[config.mk]
export PLATFORM = sky130hd
export DESIGN_NAME = mxn_scan_flat
export DESIGN_NICKNAME = d
export VERILOG_FILES = /design/src/rtl/mxn_scan_pkg.sv /design/src/rtl/mxn_scan_if.sv /design/src/rtl/mxn_sel.sv /design/src/rtl/mxn_scan.sv /design/src/flat_wrapper.sv
export SDC_FILE = /design/constraint.sdc
export NUM_CORES = 1
export LEC_CHECK = 0
export ABC_CLOCK_PERIOD_IN_PS = 2300
export BUFFER_PORTS_ARGS = -buffer_cell sky130_fd_sc_hd__buf_2
export CAP_MARGIN = 20
export CORE_ASPECT_RATIO = 1.75
export CORE_MARGIN = 5
export CORE_UTILIZATION = 44
export DETAILED_ROUTE_END_ITERATION = 12
export HOLD_SLACK_MARGIN = 0.08
export PLACE_DENSITY_LB_ADDON = 0.08
export SYNTH_ARGS = -nofsm -noshare
export SYNTH_HDL_FRONTEND = slang
export SYNTH_SLANG_ARGS = --single-unit
[constraint.sdc]
create_clock -name sys_clk -period 2.3 [get_ports sys_clk]
set_clock_uncertainty 0.2 [all_clocks]
set_input_delay 0.23 -clock sys_clk [delete_from_list [all_inputs] [get_ports sys_clk]]
set_output_delay 0.23 -clock sys_clk [all_outputs]
set_load 0.05 [all_outputs]
[src/rtl/mxn_scan_pkg.sv]
// ============================================================================
// Module  : mxn_scan_pkg
// Brief   : Shared FSM state encoding and default sizing for the mxn_scan block
// Revision: 1.0
// ============================================================================
`default_nettype none

package mxn_scan_pkg;

    localparam int DEF_W = 8;
    localparam int DEF_N = 6;

    typedef enum logic [0:0] {
        ST_STATIC = 1'b0,
        ST_SCAN   = 1'b1
    } state_e;

endpackage

`default_nettype wire

[src/rtl/mxn_scan_if.sv]
// ============================================================================
// Module  : mxn_scan_if
// Brief   : Control/data bundle between the scan mux and its user
// Revision: 1.0
// ============================================================================
`default_nettype none

interface mxn_scan_if
    import mxn_scan_pkg::*;
#(
    parameter int W = DEF_W,
    parameter int N = DEF_N
);
    localparam int SW = $clog2(N);

    logic [N*W-1:0] a;
    logic [SW-1:0]  sel;
    logic           ld_sel;
    logic           scan_en;
    logic [SW-1:0]  scan_last;
    logic           hold;
    logic [W-1:0]   q;
    logic [SW-1:0]  q_ch;
    logic           q_vld;
    logic           wrap;
    logic           sel_err;

    modport master (
        output a, sel, ld_sel, scan_en, scan_last, hold,
        input  q, q_ch, q_vld, wrap, sel_err
    );

    modport slave (
        input  a, sel, ld_sel, scan_en, scan_last, hold,
        output q, q_ch, q_vld, wrap, sel_err
    );

endinterface

`default_nettype wire

[src/rtl/mxn_sel.sv]
// ============================================================================
// Module  : mxn_sel
// Brief   : Combinational N:1 W-bit channel mux; an index >= N selects zero
// Revision: 1.0
// ============================================================================
`default_nettype none

module mxn_sel #(
    parameter int W  = 8,
    parameter int N  = 6,
    parameter int SW = $clog2(N)
) (
    input  wire logic [N*W-1:0] i_a,
    input  wire logic [SW-1:0]  i_idx,
    output logic      [W-1:0]   o_y
);

    always_comb begin
        o_y = '0;
        for (int k = 0; k < N; k++) begin
            if (i_idx == SW'(k)) begin
                o_y = i_a[k*W +: W];
            end
        end
    end

endmodule

`default_nettype wire

[src/rtl/mxn_scan.sv]
// ============================================================================
// Module  : mxn_scan
// Brief   : Registered channel selector with static and auto-scan modes
// Revision: 1.0
// ============================================================================
`default_nettype none

module mxn_scan
    import mxn_scan_pkg::*;
#(
    parameter int W = DEF_W,
    parameter int N = DEF_N
) (
    input  wire logic   sys_clk,
    input  wire logic   reset,
    mxn_scan_if.slave   bus
);

    localparam int            SW     = $clog2(N);
    localparam logic [SW:0]   c_N    = (SW+1)'(N);
    localparam logic [SW-1:0] c_LAST = SW'(N - 1);

    state_e        r_state;
    logic [SW-1:0] r_cur;
    logic [W-1:0]  r_q;
    logic [SW-1:0] r_q_ch;
    logic          r_q_vld;
    logic          r_wrap;
    logic          r_sel_err;

    logic [W-1:0]  w_mux;
    logic [SW-1:0] w_eff_last;
    logic          w_sel_ok;

    mxn_sel #(
        .W  (W),
        .N  (N),
        .SW (SW)
    ) u_sel (
        .i_a   (bus.a),
        .i_idx (r_cur),
        .o_y   (w_mux)
    );

    // An out-of-range ring end clamps to the highest real channel.
    assign w_eff_last = ({1'b0, bus.scan_last} < c_N) ? bus.scan_last : c_LAST;
    assign w_sel_ok   = ({1'b0, bus.sel} < c_N);

    always_ff @(posedge sys_clk or posedge reset) begin
        if (reset) begin
            r_state   <= ST_STATIC;
            r_cur     <= '0;
            r_q       <= '0;
            r_q_ch    <= '0;
            r_q_vld   <= 1'b0;
            r_wrap    <= 1'b0;
            r_sel_err <= 1'b0;
        end else if (bus.hold) begin
            r_wrap    <= 1'b0;
            r_sel_err <= 1'b0;
        end else begin
            r_state   <= bus.scan_en ? ST_SCAN : ST_STATIC;
            r_q       <= w_mux;
            r_q_ch    <= r_cur;
            r_q_vld   <= 1'b1;
            r_wrap    <= 1'b0;
            r_sel_err <= 1'b0;
            if (bus.ld_sel) begin
                if (w_sel_ok) begin
                    r_cur <= bus.sel;
                end else begin
                    r_cur     <= '0;
                    r_sel_err <= 1'b1;
                end
            end else if (r_state == ST_SCAN) begin
                // ">=" also catches a cur left above a freshly lowered ring end.
                if (r_cur >= w_eff_last) begin
                    r_cur  <= '0;
                    r_wrap <= 1'b1;
                end else begin
                    r_cur <= r_cur + SW'(1);
                end
            end
        end
    end

    assign bus.q       = r_q;
    assign bus.q_ch    = r_q_ch;
    assign bus.q_vld   = r_q_vld;
    assign bus.wrap    = r_wrap;
    assign bus.sel_err = r_sel_err;

endmodule

`default_nettype wire

[src/flat_wrapper.sv]
// flat-port wrapper written by rule: the top's interface ports become plain ports
module mxn_scan_flat import mxn_scan_pkg::*;
#(
    parameter int W = DEF_W,
    parameter int N = DEF_N
)
  (sys_clk, reset, bus_a, bus_sel, bus_ld_sel, bus_scan_en, bus_scan_last, bus_hold, bus_q, bus_q_ch, bus_q_vld, bus_wrap, bus_sel_err);
  mxn_scan_if #(.W(W), .N(N)) bus_i ();
  input  wire logic sys_clk;
  input  wire logic reset;
  input wire logic [$bits(bus_i.a)-1:0] bus_a;
  input wire logic [$bits(bus_i.sel)-1:0] bus_sel;
  input wire logic [$bits(bus_i.ld_sel)-1:0] bus_ld_sel;
  input wire logic [$bits(bus_i.scan_en)-1:0] bus_scan_en;
  input wire logic [$bits(bus_i.scan_last)-1:0] bus_scan_last;
  input wire logic [$bits(bus_i.hold)-1:0] bus_hold;
  output wire logic [$bits(bus_i.q)-1:0] bus_q;
  output wire logic [$bits(bus_i.q_ch)-1:0] bus_q_ch;
  output wire logic [$bits(bus_i.q_vld)-1:0] bus_q_vld;
  output wire logic [$bits(bus_i.wrap)-1:0] bus_wrap;
  output wire logic [$bits(bus_i.sel_err)-1:0] bus_sel_err;
  assign bus_i.a = bus_a;
  assign bus_i.sel = bus_sel;
  assign bus_i.ld_sel = bus_ld_sel;
  assign bus_i.scan_en = bus_scan_en;
  assign bus_i.scan_last = bus_scan_last;
  assign bus_i.hold = bus_hold;
  assign bus_q = bus_i.q;
  assign bus_q_ch = bus_i.q_ch;
  assign bus_q_vld = bus_i.q_vld;
  assign bus_wrap = bus_i.wrap;
  assign bus_sel_err = bus_i.sel_err;
  mxn_scan #(.W(W), .N(N)) u_core (.sys_clk(sys_clk), .reset(reset), .bus(bus_i));
endmodule
After elaboration in Yosys (flattened, before gate mapping)
Cells that the tools add are included.
{"block": "totals", "regBits": 18, "inputBits": 59, "word_cells": 39, "latchBits": 0, "out_inout_bits": 14, "mem_bits_ro": 0, "mem_count": 0, "mem_bits_rw": 0}
{"block": "op_classes", "div_mod_pow": 0, "n_shift": 0, "n_reduce_logical": 3, "n_addsub": 1, "magnitude_cmp": 3, "bitwise_logic": 1, "n_eq_ne": 5, "muxes": 19, "n_mul": 0}
{"cell": "$mux W8", "count": 6}
{"cell": "$mux W3", "count": 5}
{"cell": "$mux W1", "count": 8}
{"cell": "$eq A3 B2 Y1 const B", "count": 2}
{"cell": "$eq A3 B3 Y1 const B", "count": 2}
{"cell": "$lt A3 B3 Y1 const B", "count": 2}
{"cell": "$add A3 B1 Y3 const B", "count": 1}
{"cell": "$eq A3 B1 Y1 const B", "count": 1}
{"cell": "$ge A3 B3 Y1", "count": 1}
{"cell": "$logic_not A3 Y1", "count": 1}
{"cell": "$reduce_and A2 Y1", "count": 1}
{"cell": "$reduce_bool A2 Y1", "count": 1}
{"cell": "$not A1 Y1", "count": 1}

Longest topological paths before layout
{"block": "logic_depth", "ltp_word": 7, "ltp_mapped": 7, "depth_no_buf": 7}

By module
A second synthesis with hierarchy kept.
{"block": "hier_totals", "hier_cells": 116, "area_unflattened_um2": 1313.8}
{"module": "mxn_scan", "seq_area_each_um2": 450.4, "area_per_inst_um2": 855.8, "cells_per_inst": 69, "n_inst": 1}
{"module": "mxn_sel", "seq_area_each_um2": 0.0, "area_per_inst_um2": 457.9, "cells_per_inst": 47, "n_inst": 1}

Worst setup path after synthesis
Ideal clock, no wire load.
{"block": "synth_timing", "path_kind": "reg-to-reg", "from": "register u_core.r_cur[1]", "to": "register u_core.r_q[7] (netlist: u_core.bus.q[7])", "stages_incl_launch_ff": 7, "n_path_buf": 1, "arrival_time_ns": 1.472, "setup_time_ns": 0.126, "slack_ns": 0.502, "required_ns": 1.974, "cell_sequence": "dfrtp_1 -> inv_1 -> ha_1 -> buf_6 -> a221oi_2 -> o211ai_1 -> a221o_1"}
{"block": "synth_between", "elab_chain_cells": 7, "elab_cells_between_ends": 12, "classes_between": "5 x eq/ne; 6 x mux; 1 x reduce/logical"}
{"item": "start: declaration", "line": "mxn_scan.sv:24", "text": "logic [SW-1:0] r_cur;"}
{"item": "start signal: assignment", "line": "mxn_scan.sv:70", "text": "r_cur <= bus.sel;"}
{"item": "start signal: assignment", "line": "mxn_scan.sv:81", "text": "r_cur <= r_cur + SW'(1);"}
{"item": "$logic_not A3 Y1", "line": "mxn_sel.sv:21", "text": "if (i_idx == SW'(k)) begin"}
{"item": "$mux W8 (5 in series)", "line": "mxn_sel.sv:21"}
{"item": "$mux W8 (*)", "line": "mxn_sel.sv:21"}
{"item": "end signal: assignment", "line": "mxn_scan.sv:63", "text": "r_q <= w_mux;"}
{"item": "end: declaration", "line": "mxn_scan.sv:25", "text": "logic [W-1:0] r_q;"}
Mark *: on every way between the ends. The rest lies on a longest branch, timed or not.
A chain may end at the register's enable or synchronous reset.

Worst setup path in the final report
{"block": "layout_timing", "from": "register u_core.r_cur[0]", "to": "register u_core.r_q[5] (netlist: u_core.bus.q[5])"}
The elaborated chain is that of the path after synthesis.

==> results.cfg <==
[min_path]
hold_path_class = input port to flip-flop

[yosys]
postSynthCellCount = 151
yosysTopAreaCell = dfrtp_1
synth_flop_cell = dfrtp_1
syn_area_um2 = 1320
synth_edf_count = 0
ys_async_sr_fraction_pct = 100
synth_nets = 218
synth_commonest_cells = dfrtp_1 (18), nand2_1 (18), o21ai_0 (18)
ys_ff_latch = 18
netlist_top_cells_area = dfrtp_1 (34%), ha_1 (7.6%), o21ai_0 (6.8%)
yosysUniqueCellTypes = 34
synth.top_cell.area_share_pct = 34.1
avgSynthCellArea_um2 = 8.75
yosysWarnings = 0
yosysSeqAreaShare_pct = 34.1

[global_routing]
grt_pass1_vias = 1364
grt_pass1_wl_um = 6060
gr-usage-all-layers_pct = 18.6
antenna_found_initial = 0
grt_start_max_net_pins = 32
overflow = 0

[sta]
worstMarginPinSlew_ps = 685
hold_viol = 0
setup_tns_ps = 0
min_period_ps = 2060
finalSetupViolations = 0
timing.final.ws_setup_ps = 239
grt_setup_unrepaired = false
fmax_ghz = 0.485
finalMaxSlewViolations = 0
relSlewSlack_pct = 54.3
fin_crit_sh_pct = 89.6

[status]
outcome = finished, final reports clean

[power_and_ir_drop]
power_density_nw_per_um2 = 886
peakVddDrop_v = 0.000628
cellLeakagePower_nw = 0.927
power_mw = 1.62

[die]
die_y_um = 82.5
fp.dieArea_um2 = 4240
num_rows = 26
start_util_pct = 45.6
core_um2 = 2900
die_w_um = 51.4
pin_count = 73

[cts]
cts_sinks = 18
cts_buffer_depth = 2
clk_pin_slew_ps = 70
htreeDepth = 1
insertion_delay_ps = 250
cts_tree = yes
cts_inserted_buffers = 3
cts_root_buf = clkbuf_8

[placed_design]
hpwl_um = 3190
place_ws_ps = 118
dpl.cell_count = 246
place_congestion = 0.849
portBuffers = 72

[layout]
fin_cells = 258
area_growth_syn_to_layout_pct = 38.1
multiInputGateArea_um2 = 787
drive_above_1_share_pct = 38.3
seq_area_um2 = 450
diodes = 0
fin_nets = 298
fillers = 274

[detailed_routing]
drtIter0Drc = 30
firstDrtPassIters = 4
routedWlPerCell_um = 15.5
ant_nets = 0
viasPerCell = 5.48
routed_wl_um = 3990
via_count = 1413
drc = 0

[critical_path]
cp.arrival_ps = 1990
worstPathRequired_ps = 2220
crit_path_start_kind = flip-flop
path_class = flip-flop to flip-flop
crit_fanout = 13
crit_path_end_kind = flip-flop

[run]
cap_violations = 0
==> flip-flops by register name, indices dropped and copies added, names as in the netlist <==
signal,cells
u_core.bus.q,8
u_core.bus.q_ch,3
u_core.bus.q_vld,1
u_core.bus.sel_err,1
u_core.r_cur,3
u_core.r_state,1
u_core.bus.wrap,1
==> critical path: stages (launching register included) <==
cell,delay (ps)
dfrtp_1,430
inv_1,170
ha_1,410
nand2_1,160
buf_4,210
o21ai_0,220
o22ai_1,130
==> cell type report <==
cell class | count | area share, %
multi-input combinational | 117 | 43.1
tap | 28 | 1.92
timing repair buffer | 84 | 25.8
inverter | 7 | 1.44
sequential | 18 | 24.7
clock buffer | 4 | 3.02
==> report_power, final <==
group          total [mW]  switching (mW)  internal, mW
clock network       0.251          0.0988         0.152
logic               0.911           0.575         0.336
registers           0.454          0.0572         0.397
==> worst paths after layout <==
kind / from / cells past startpoint / to / slack (ps)
max: u_core.r_cur[0] / 6 / u_core.bus.q[5] / 240
min: bus_a[44] / 3 / u_core.bus.q[4] / 70
max reg2reg: u_core.r_cur[0] / 6 / u_core.bus.q[5] / 240
min reg2reg: u_core.bus.q_vld / 1 / u_core.bus.q_vld / 260
max in group asynchronous: reset / 3 / u_core.bus.q[7] / 1040
min in group asynchronous: reset / 3 / u_core.bus.q_vld / 420
==> routing by layer <==
layer | global-route usage [%] | up-vias | wire, µm
met1 | 21.1 | 653 | 1470
met2 | 35.6 | 47 | 2210
li1 | - | 711 | -
met3 | 2.87 | 2 | 288
met4 | 3.94 | 0 | 21
met5 | 0 | - | 0
==> layout by cell type (no fill, tap or decap), types with 2 or more instances in the layout <==
cell type	instances
nand2b_1	2
dlygate4sd3_1	8
inv_1	7
dfrtp_1	18
o21ai_0	18
nand2_1	18
buf_4	4
nor2b_1	10
a21oi_1	10
a31oi_1	2
nor4bb_1	2
and3b_1	2
a211oi_1	7
o211a_1	6
buf_2	72
ha_1	7
nor3b_1	2
nand3_1	2
and3b_2	4
a21o_1	2
o22ai_1	7
clkbuf_8	4
nor2_1	4
==> through the flow <==
step	util [%]	hold slack [ps]	area [µm²]
after floorplan	-	-31.4	1320
after global placement	58.3	170	1690
after CTS	62.9	82.3	1820
final	63.0	75.0	1820
after detailed placement	58.3	164	1690
after global routing	63.0	95.4	1820
==> cells by family (layout without fill, tap and decap cells) <==
family	Yosys count	in the layout	synth area share (%)
AOI/OAI and AO/OA	60	60	29.9
muxes	1	1	0.852
and+or+nand+nor	48	48	21.0
DFF	18	18	34.1
buffers and inverters	16	95	6.53
adders and majority gates	8	8	7.58
==> what timing repair did <==
action                                 in CTS  in global routing
resized for setup                           0                  1
endpoints found under the hold margin      24                  0
hold buffers                                8                  0
setup endpoints to repair                   0                  1
buffers inserted                            0                  0
No activity file was read; power rests on OpenSTA's default activity.
